## src/rtl/uart_rx_frame.sv

```systemverilog
// 8N1 UART receiver: synchronised rx line, mid-bit sampling, one-byte holding
// register with data_ready handshake and sticky framing/overrun flags.
module uart_rx_frame #(
    parameter int unsigned CLKS_PER_BIT = 289,
    parameter int unsigned HALF_BIT     = CLKS_PER_BIT / 2
) (
    input  logic       clk,
    input  logic       n_Rst,
    input  logic       rx,
    input  logic       data_read,
    output logic [7:0] rx_data,
    output logic       data_ready,
    output logic       framing_error,
    output logic       overrun_error,
    output logic       busy
);

    localparam int unsigned CNT_W = $clog2(CLKS_PER_BIT) + 1;
    localparam logic [CNT_W-1:0] HALF_LAST = CNT_W'(HALF_BIT - 1);
    localparam logic [CNT_W-1:0] BIT_LAST  = CNT_W'(CLKS_PER_BIT - 1);

    typedef enum logic [2:0] {
        S_IDLE,
        S_START,
        S_DATA,
        S_STOP,
        S_BREAK
    } state_e;

    state_e           state_q, state_d;
    logic [CNT_W-1:0] cnt_q, cnt_d;
    logic [2:0]       idx_q, idx_d;
    logic [7:0]       shift_q, shift_d;
    logic [7:0]       rx_data_q, rx_data_d;
    logic             ready_q, ready_d;
    logic             fe_q, fe_d;
    logic             ovr_q, ovr_d;
    logic             busy_q, busy_d;
    logic             sync1_q, sync2_q;
    logic             rx_s;
    logic             load_c;
    logic             fe_set_c;

    assign rx_s = sync2_q;

    // State, datapath and synchroniser registers
    always_ff @(posedge clk or negedge n_Rst) begin
        if (!n_Rst) begin
            state_q   <= S_IDLE;
            cnt_q     <= '0;
            idx_q     <= '0;
            shift_q   <= '0;
            rx_data_q <= '0;
            ready_q   <= 1'b0;
            fe_q      <= 1'b0;
            ovr_q     <= 1'b0;
            busy_q    <= 1'b0;
            sync1_q   <= 1'b1;
            sync2_q   <= 1'b1;
        end else begin
            state_q   <= state_d;
            cnt_q     <= cnt_d;
            idx_q     <= idx_d;
            shift_q   <= shift_d;
            rx_data_q <= rx_data_d;
            ready_q   <= ready_d;
            fe_q      <= fe_d;
            ovr_q     <= ovr_d;
            busy_q    <= busy_d;
            sync1_q   <= rx;
            sync2_q   <= sync1_q;
        end
    end

    // Next-state, bit sampling and handshake flags
    always_comb begin
        state_d   = state_q;
        cnt_d     = cnt_q;
        idx_d     = idx_q;
        shift_d   = shift_q;
        load_c    = 1'b0;
        fe_set_c  = 1'b0;

        case (state_q)
            S_IDLE: begin
                if (!rx_s) begin
                    state_d = S_START;
                    cnt_d   = '0;
                end
            end
            S_START: begin
                if (cnt_q == HALF_LAST) begin
                    cnt_d = '0;
                    if (!rx_s) begin
                        state_d = S_DATA;
                        idx_d   = '0;
                    end else begin
                        state_d = S_IDLE;
                    end
                end else begin
                    cnt_d = cnt_q + CNT_W'(1);
                end
            end
            S_DATA: begin
                if (cnt_q == BIT_LAST) begin
                    cnt_d          = '0;
                    shift_d[idx_q] = rx_s;
                    if (idx_q == 3'd7) begin
                        state_d = S_STOP;
                    end else begin
                        idx_d = idx_q + 3'd1;
                    end
                end else begin
                    cnt_d = cnt_q + CNT_W'(1);
                end
            end
            S_STOP: begin
                if (cnt_q == BIT_LAST) begin
                    cnt_d = '0;
                    if (rx_s) begin
                        load_c  = 1'b1;
                        state_d = S_IDLE;
                    end else begin
                        fe_set_c = 1'b1;
                        state_d  = S_BREAK;
                    end
                end else begin
                    cnt_d = cnt_q + CNT_W'(1);
                end
            end
            S_BREAK: begin
                // Wait out a held-low line so it is never mistaken for a start bit
                if (rx_s) begin
                    state_d = S_IDLE;
                end
            end
            default: begin
                state_d = S_IDLE;
            end
        endcase

        // A load coinciding with data_read keeps the new byte and suppresses overrun
        rx_data_d = load_c ? shift_q : rx_data_q;
        ready_d   = load_c | (ready_q & ~data_read);
        ovr_d     = (ovr_q & ~data_read) | (load_c & ready_q & ~data_read);
        fe_d      = (fe_q & ~data_read) | fe_set_c;
        busy_d    = (state_d != S_IDLE);
    end

    assign rx_data       = rx_data_q;
    assign data_ready    = ready_q;
    assign framing_error = fe_q;
    assign overrun_error = ovr_q;
    assign busy          = busy_q;

endmodule

```

## config.mk

```make
export PLATFORM = sky130hd
export DESIGN_NAME = uart_rx_frame
export DESIGN_NICKNAME = d
export VERILOG_FILES = /design/src/rtl/uart_rx_frame.sv
export SDC_FILE = /design/constraint.sdc
export NUM_CORES = 1
export LEC_CHECK = 0
export CORE_ASPECT_RATIO = 1.2
export CORE_MARGIN = 8
export CORE_UTILIZATION = 40
export CTS_CLUSTER_SIZE = 8
export DETAILED_ROUTE_END_ITERATION = 8
export PLACE_DENSITY = 0.6
export SYNTH_ARGS = -nofsm -noshare
export SYNTH_HDL_FRONTEND = slang
export SYNTH_SLANG_ARGS = --single-unit
```

## constraint.sdc

```tcl
create_clock -name clk -period 5.7 [get_ports clk]
set_input_delay 1.71 -clock clk [delete_from_list [all_inputs] [get_ports clk]]
set_output_delay 1.71 -clock clk [all_outputs]
set_load 0.01 [all_outputs]
```

==> summary.md, run 1 <==
| Metric | Value |
|---|---|
| 1st-pass router iterations | 4 |
| Post-synthesis async set-or-reset flop share | 1.00 |
| Skew final | 0.00479 ns |
| Die W | 79.7 µm |
| Yosys cell types | 46 |
| Power Density | 209 mW/mm² |
| DR vias | 1,460 |
| Drt wl/cell | 15.7 µm |
| Post-DP Area | 0.00214 mm² |
| Post-DR vias/cell | 5.68 |
| Unrepaired setup endpoints after global routing | no |
| Main area contributors after synthesis | dfrtp_1 (46%), mux2_2 (9.3%), o211ai_1 (4.6%) |
| Max Freq | 344 MHz |
| Post-CTS Resized | 0 |
| First-pass GRT wire length | 7.15 mm |
| Post-synthesis net count | 189 |
| Diodes inserted | 0 |
| Clock Latency Late Sink | 0.28 ns |
| Yosys top cell area share | 0.463 |
| Setup_tns | 0 ns |
| Die footprint | 0.00736 mm² |
| DRC viols | 0 |
| Die Y | 92.4 µm |
| CP delay by family, top | buffers and inverters |
| CP required | 3.99 ns |
| Clock-pin transition on the worst setup and hold timing paths | 0.07 ns |
| Htree depth | 2 |
| Hold Vio Cnt, Final | 0 |
| Sequential-to-total area share from yosys stat | 0.490 |
| CP arrival | 1.20 ns |
| GRT Util Overall | 0.120 |
| IO Port Bufs | 15 |
| Initial core utilization | 0.405 |
| Status | finished, final reports clean |
| Max-slew headroom | 0.444 |
| Largest net degree at the start of global routing | 39 |
| Worst Setup End Kind | output pin |
| CTS hold repair buffers | 0 |
| Worst path slowest cell | clkdlybuf4s50_1 |
| Setup repair bufs after CTS | 0 |
| Leakage power | 0.935 nW |
| DRT iter0 DRCs | 56 |
| Finished Core Util | 0.464 |
| Hpwl dp | 2.93 mm |
| Top Ports | 16 |
| Share of cells above drive strength 1 | 0.183 |
| Post-synthesis register bit count | 38 |
| Synth Instances | 181 |
| Drt total wl | 4.03 mm |
| Post-synth EDFFs | 0 |
| CP Max Fanout | 3 |
| Mapped cell area | 0.00195 mm² |
| Hold Crit Class | reg2reg |
| Antenna-violating nets left | 0 |
| Setup Viol. Count Final | 0 |
| CP startpoint kind | register |
| Crit path kind | reg2out |
| Synth Flop Type | dfrtp_1 |
| Tmin final | 2.91 ns |
| Grt ovf | 0 |
| RD Place Congestion | 0.815 |
| Worst Setup SP | data_ready |
| Clock root cell | clkbuf_8 |
| Vias in the first global route | 1,576 |
| Max-slew violation count | 0 |
| Hold_sp | sync1_q |
| Worst VDD drop | 0.151 mV |
| Total power | 0.465 mW |
| Bufs and invs on worst path | 1 |
| Final period utilization | 0.510 |
| YS warnings | 0 |
| Area grow syn2layout | 14.5% |
| FF-to-FF Start | cnt_q[7] |
| Core area | 0.00480 mm² |
| Initial antenna violation count | 0 |
| CTS sink count | 38 |
| Actual slew at the worst max-slew pin | 0.834 ns |
| Finished Cell Area | 0.00223 mm² |
| Max-cap viol count | 0 |
| CTS tree | yes |
| Fill cells | 430 |
| Reg2reg setup slack | 3.18 ns |
| # rows | 28 |
| Worst-path cell chain | clkdlybuf4s50_1 |
| Worst path max stage delay | 0.54 ns |
| Longest Clk Path Bufs | 2 |
| Mean post-synth cell area | 10.7 µm² |
| Largest area contributor in the netlist | dfrtp_1 |
| CTS buffer count | 5 |
| Total Nets Final | 204 |
-- state kept, by name, indices dropped and copies added (netlist names) --
name	count
rx_data	8
state_q	3
cnt_q	10
rx_s	1
overrun_error	1
data_ready	1
idx_q	3
shift_q	8
busy	1
sync1_q	1
framing_error	1
-- worst paths after layout --
path	end	depth (start not counted)
max in group asynchronous	state_q[2]	1
hold reg to reg	rx_s	0
setup / recovery	data_ready	1
hold / removal	rx_s	0
setup reg to reg	shift_q[4]	4
min in group asynchronous	shift_q[2]	1
-- synth_stat cells, types with 2 or more instances --
cell	instances
nor4_1	3
a31oi_1	2
or2_2	2
o22ai_1	2
nor4b_1	3
ha_1	4
o211ai_1	12
mux2i_1	2
buf_2	2
or3_1	3
nand2_1	16
nor2b_1	2
o21ai_0	7
nand3_1	7
nand2b_1	4
nor2_1	8
o221ai_1	2
nand4_1	4
mux2_2	16
clkbuf_1	4
a21oi_1	2
a21o_1	2
inv_1	11
nor3b_1	2
dfrtp_1	36
or3b_2	2
dfstp_2	2
-- metrics by stage --
step | setup slack, ns | hold slack (ns) | cells
6_report | 2.79 | 0.358 | 257
3_5_place_dp | 3.09 | 0.349 | 249
4_1_cts | 2.77 | 0.359 | 257
5_1_grt | 2.75 | 0.363 | 257
2_1_floorplan | 3.45 | 0.345 | 181
3_3_place_gp | 3.11 | 0.346 | 249
-- power breakdown --
part | leakage [nW] | total, mW | switching, mW | internal, mW
Clock | 0.0455 | 0.185 | 0.0864 | 0.0985
Sequential | 0.504 | 0.273 | 0.00187 | 0.271
Combinational | 0.386 | 0.00693 | 0.00533 | 0.00161
Total | 0.935 | 0.465 | 0.0936 | 0.371
-- final cells by class --
| class | count | area [µm²] | share of cell area |
|---|---|---|---|
| flip-flops and latches | 38 | 953 | 0.428 |
| multi-input cells | 125 | 922 | 0.414 |
| repair buffers | 15 | 145 | 0.0652 |
| clock buffers | 8 | 90.1 | 0.0404 |
| well taps | 60 | 75.1 | 0.0337 |
| inverters | 11 | 41.3 | 0.0185 |
-- per-layer routing --
metal / up-vias / GRT usage / routed length, µm
li1: 697 / - / -
met1: 738 / 0.124 / 1640
met2: 20 / 0.212 / 2140
met3: 5 / 0.0378 / 177
met4: 0 / 0.0588 / 68
met5: - / 0 / 0
-- cells by family (layout without fill, tap and decap cells) --
| family | after synthesis | count (layout) | share of synthesized area |
|---|---|---|---|
| buffers and inverters | 18 | 34 | 0.0360 |
| flip-flops | 38 | 38 | 0.490 |
| multiplexers | 19 | 19 | 0.111 |
| AO/OA/AOI/OAI | 34 | 34 | 0.132 |
| AND/OR/NAND/NOR | 68 | 68 | 0.206 |
| adder cells (fa/ha/maj) | 4 | 4 | 0.0257 |
-- layout by cell type, fill, tap and decap left out, drive strengths merged, types with 2 or more instances in the layout --
cell type | netlist | routed
ha | 4 | 4
o211ai | 12 | 12
nand4 | 4 | 4
dfrtp | 36 | 36
a31oi | 2 | 2
inv | 11 | 11
nor4b | 3 | 3
or2 | 2 | 2
nor2b | 2 | 2
dfstp | 2 | 2
nor4 | 4 | 4
o22ai | 2 | 2
clkdlybuf4s50 | 0 | 14
or3b | 2 | 2
or4 | 2 | 2
mux2 | 17 | 17
nor3b | 2 | 2
or3 | 4 | 4
clkbuf | 4 | 8
o221ai | 2 | 2
nand2 | 16 | 16
a21oi | 2 | 2
nand2b | 4 | 4
o21ai | 7 | 7
nand3 | 7 | 7
nor2 | 8 | 8
a21o | 2 | 2
mux2i | 2 | 2
(Power assumes the default switching activity.)
==> inputs of run 2 (changes only) <==
==> constraint.sdc (replaced) <==
create_clock -name clk -period 3 [get_ports clk]
set_input_delay 0.9 -clock clk [delete_from_list [all_inputs] [get_ports clk]]
set_output_delay 0.9 -clock clk [all_outputs]
set_load 0.01 [all_outputs]
==> summary.md, run 2 (synthesis results as in run 1) <==
| Metric | Value |
|---|---|
| Hold Crit Class | reg2reg |
| Worst VDD drop | 0.357 mV (+140%) |
| CP Max Fanout | 10 (+7) |
| Diodes inserted | 0 (unchanged) |
| Clock-pin transition on the worst setup and hold timing paths | 0.07 ns (about the same) |
| Max reg flops | 10 (unchanged) |
| Reg2reg setup slack | 0.48 ns (-2.70 ns) |
| Max Freq | 398 MHz |
| Status | finished, final reports clean |
| Setup Viol. Count Final | 0 (unchanged) |
| Antenna-violating nets left | 0 (unchanged) |
| CTS sink count | 38 (unchanged) |
| Die Y | 92.4 µm (unchanged) |
| Post-CTS Resized | 0 (unchanged) |
| Worst Hold Depth | 0 (unchanged) |
| Tmin final | 2.52 ns |
| Finished Core Util | 0.467 (+0.00339) |
| CTS buffer count | 5 (unchanged) |
| Initial core utilization | 0.405 (unchanged) |
| DRC viols | 0 (unchanged) |
| Setup slack at placement | 0.533 ns (-2.55 ns) |
| Grt ovf | 0 (unchanged) |
| Area grow syn2layout | 15.3% |
| CTS hold repair buffers | 0 (unchanged) |
| Most frequent cells in the layout | dfrtp_1 (36), nand2_1 (16), mux2_2 (16), clkdlybuf4s50_1 (14), o211ai_1 (12) |
| FF/Latch Area | 953 µm² (unchanged) |
| FF-to-FF Start | cnt_q[7] |
| IO Port Bufs | 15 (unchanged) |
| Largest net degree at the start of global routing | 39 (unchanged) |
| Fin cells | 257 (unchanged) |
| Max-cap viol count | 0 (unchanged) |
| 1st-pass router iterations | 4 (unchanged) |
| Max-slew headroom | 0.441 (-0.00335) |
| Post-DR vias/cell | 5.62 (-1.1%) |
| Actual slew at the worst max-slew pin | 0.839 ns (+0.00502 ns) |
| R2R cell count | 4 (unchanged) |
| Most flops, register | cnt_q |
| Clock root cell | clkbuf_8 |
| Total Nets Final | 204 (unchanged) |
| Post-DP Area | 0.00214 mm² (unchanged) |
| Htree depth | 2 (unchanged) |
| Top Ports | 16 (unchanged) |
| Drt total wl | 3.90 mm (-3.3%) |
| Fill cells | 429 (-0.23%) |
| CP required | 3.14 ns (-0.85 ns) |
| GRT Util Overall | 0.115 (-0.00535) |
| Leakage power | 0.942 nW (+0.74%) |
| Setup repair bufs after CTS | 0 (unchanged) |
| # rows | 28 (unchanged) |
| Crit path kind | reg2reg |
| Die footprint | 0.00736 mm² (unchanged) |
| Setup_tns | 0 ns (unchanged) |
| Area occupied by multi-input gates | 922 µm² (unchanged) |
| Initial antenna violation count | 0 (unchanged) |
| WHS Endpoint | rx_s |
| Worst Setup End Kind | register |
| Hold_sp | sync1_q |
| Core area | 0.00480 mm² (unchanged) |
| Vias in the first global route | 1,443 (-8.4%) |
| First-pass GRT wire length | 6.70 mm (-6.3%) |
| WHS | 0.358 ns (+0.000748 ns) |
| Skew final | 0.00344 ns (-0.00136 ns) |
| DR vias | 1,444 (-1.1%) |
| Finished Cell Area | 0.00224 mm² (+0.73%) |
| Hpwl dp | 2.72 mm (-7.2%) |
| CTS tree | yes |
| Die W | 79.7 µm (unchanged) |
| Unrepaired setup endpoints after global routing | no |
| Power Density | 425 mW/mm² (+100%) |
| Final worst slack | 0.485 ns (-2.31 ns) |
| Total power | 0.952 mW (+100%) |
| Max-slew violation count | 0 (unchanged) |
| DRT iter0 DRCs | 66 (+18%) |
| CP arrival | 2.66 ns (+1.46 ns) |
| Placed Instances | 249 (unchanged) |
| CP startpoint kind | register |
| Commonest non-fill, non-tap cell in the layout | dfrtp_1 |
| Final period utilization | 0.838 |
| RD Place Congestion | 0.878 (+7.7%) |
| Hold Vio Cnt, Final | 0 (unchanged) |
| Reg-to-Reg End | cnt_q[8] |
| Clock Latency Late Sink | 0.29 ns (about the same) |
| Longest Clk Path Bufs | 2 (unchanged) |
| Drt wl/cell | 15.2 µm (-3.3%) |
| Share of cells above drive strength 1 | 0.183 (unchanged) |
-- run 2: cell types whose count changed in the layout (fill, tap and decap cells not counted) --
cell	before	now
bufinv_16	0	1
clkbuf_8	6	5
-- run 2: area by class of cell --
class	instances	area share
sequential	38	0.425
clock inverter	1	0.0134
multi-input combinational	125	0.411
inverter	11	0.0184
clock buffer	7	0.0340
timing repair buffer	15	0.0647
tap	60	0.0335
-- run 2: metal layers --
layer | part of all wire | vias to the layer above | global-route usage
met5 | 0 | - | 0
met4 | 0.021 | 0 | 0.0619
met3 | 0.046 | 6 | 0.0329
met2 | 0.52 | 27 | 0.197
met1 | 0.41 | 716 | 0.123
li1 | - | 695 | -
-- run 2: how the worst max path moves through the flow --
stage / from / endpoint / slack (ns) / cells after the start
finish: cnt_q[7] / cnt_q[8] / 0.48 / 4
global route: cnt_q[7] / cnt_q[9] / 0.34 / 4
CTS: cnt_q[7] / shift_q[4] / 0.52 / 4
detailed placement: cnt_q[7] / shift_q[4] / 0.53 / 4
global placement: cnt_q[7] / shift_q[4] / 0.62 / 4
floorplan: cnt_q[7] / idx_q[0] / 0.75 / 4
-- run 2: critical path, stage by stage (launching register included) --
cell and delay [ns]:
dfrtp_1 0.45, nor4b_1 0.64, a31oi_1 0.42, nor2_1 0.65, o211ai_1 0.19
-- run 2: report_power, final --
group	total (mW)	switching [mW]	internal [mW]
clock	0.421	0.172	0.249
combinational	0.0132	0.0102	0.00306
sequential	0.518	0.00369	0.515
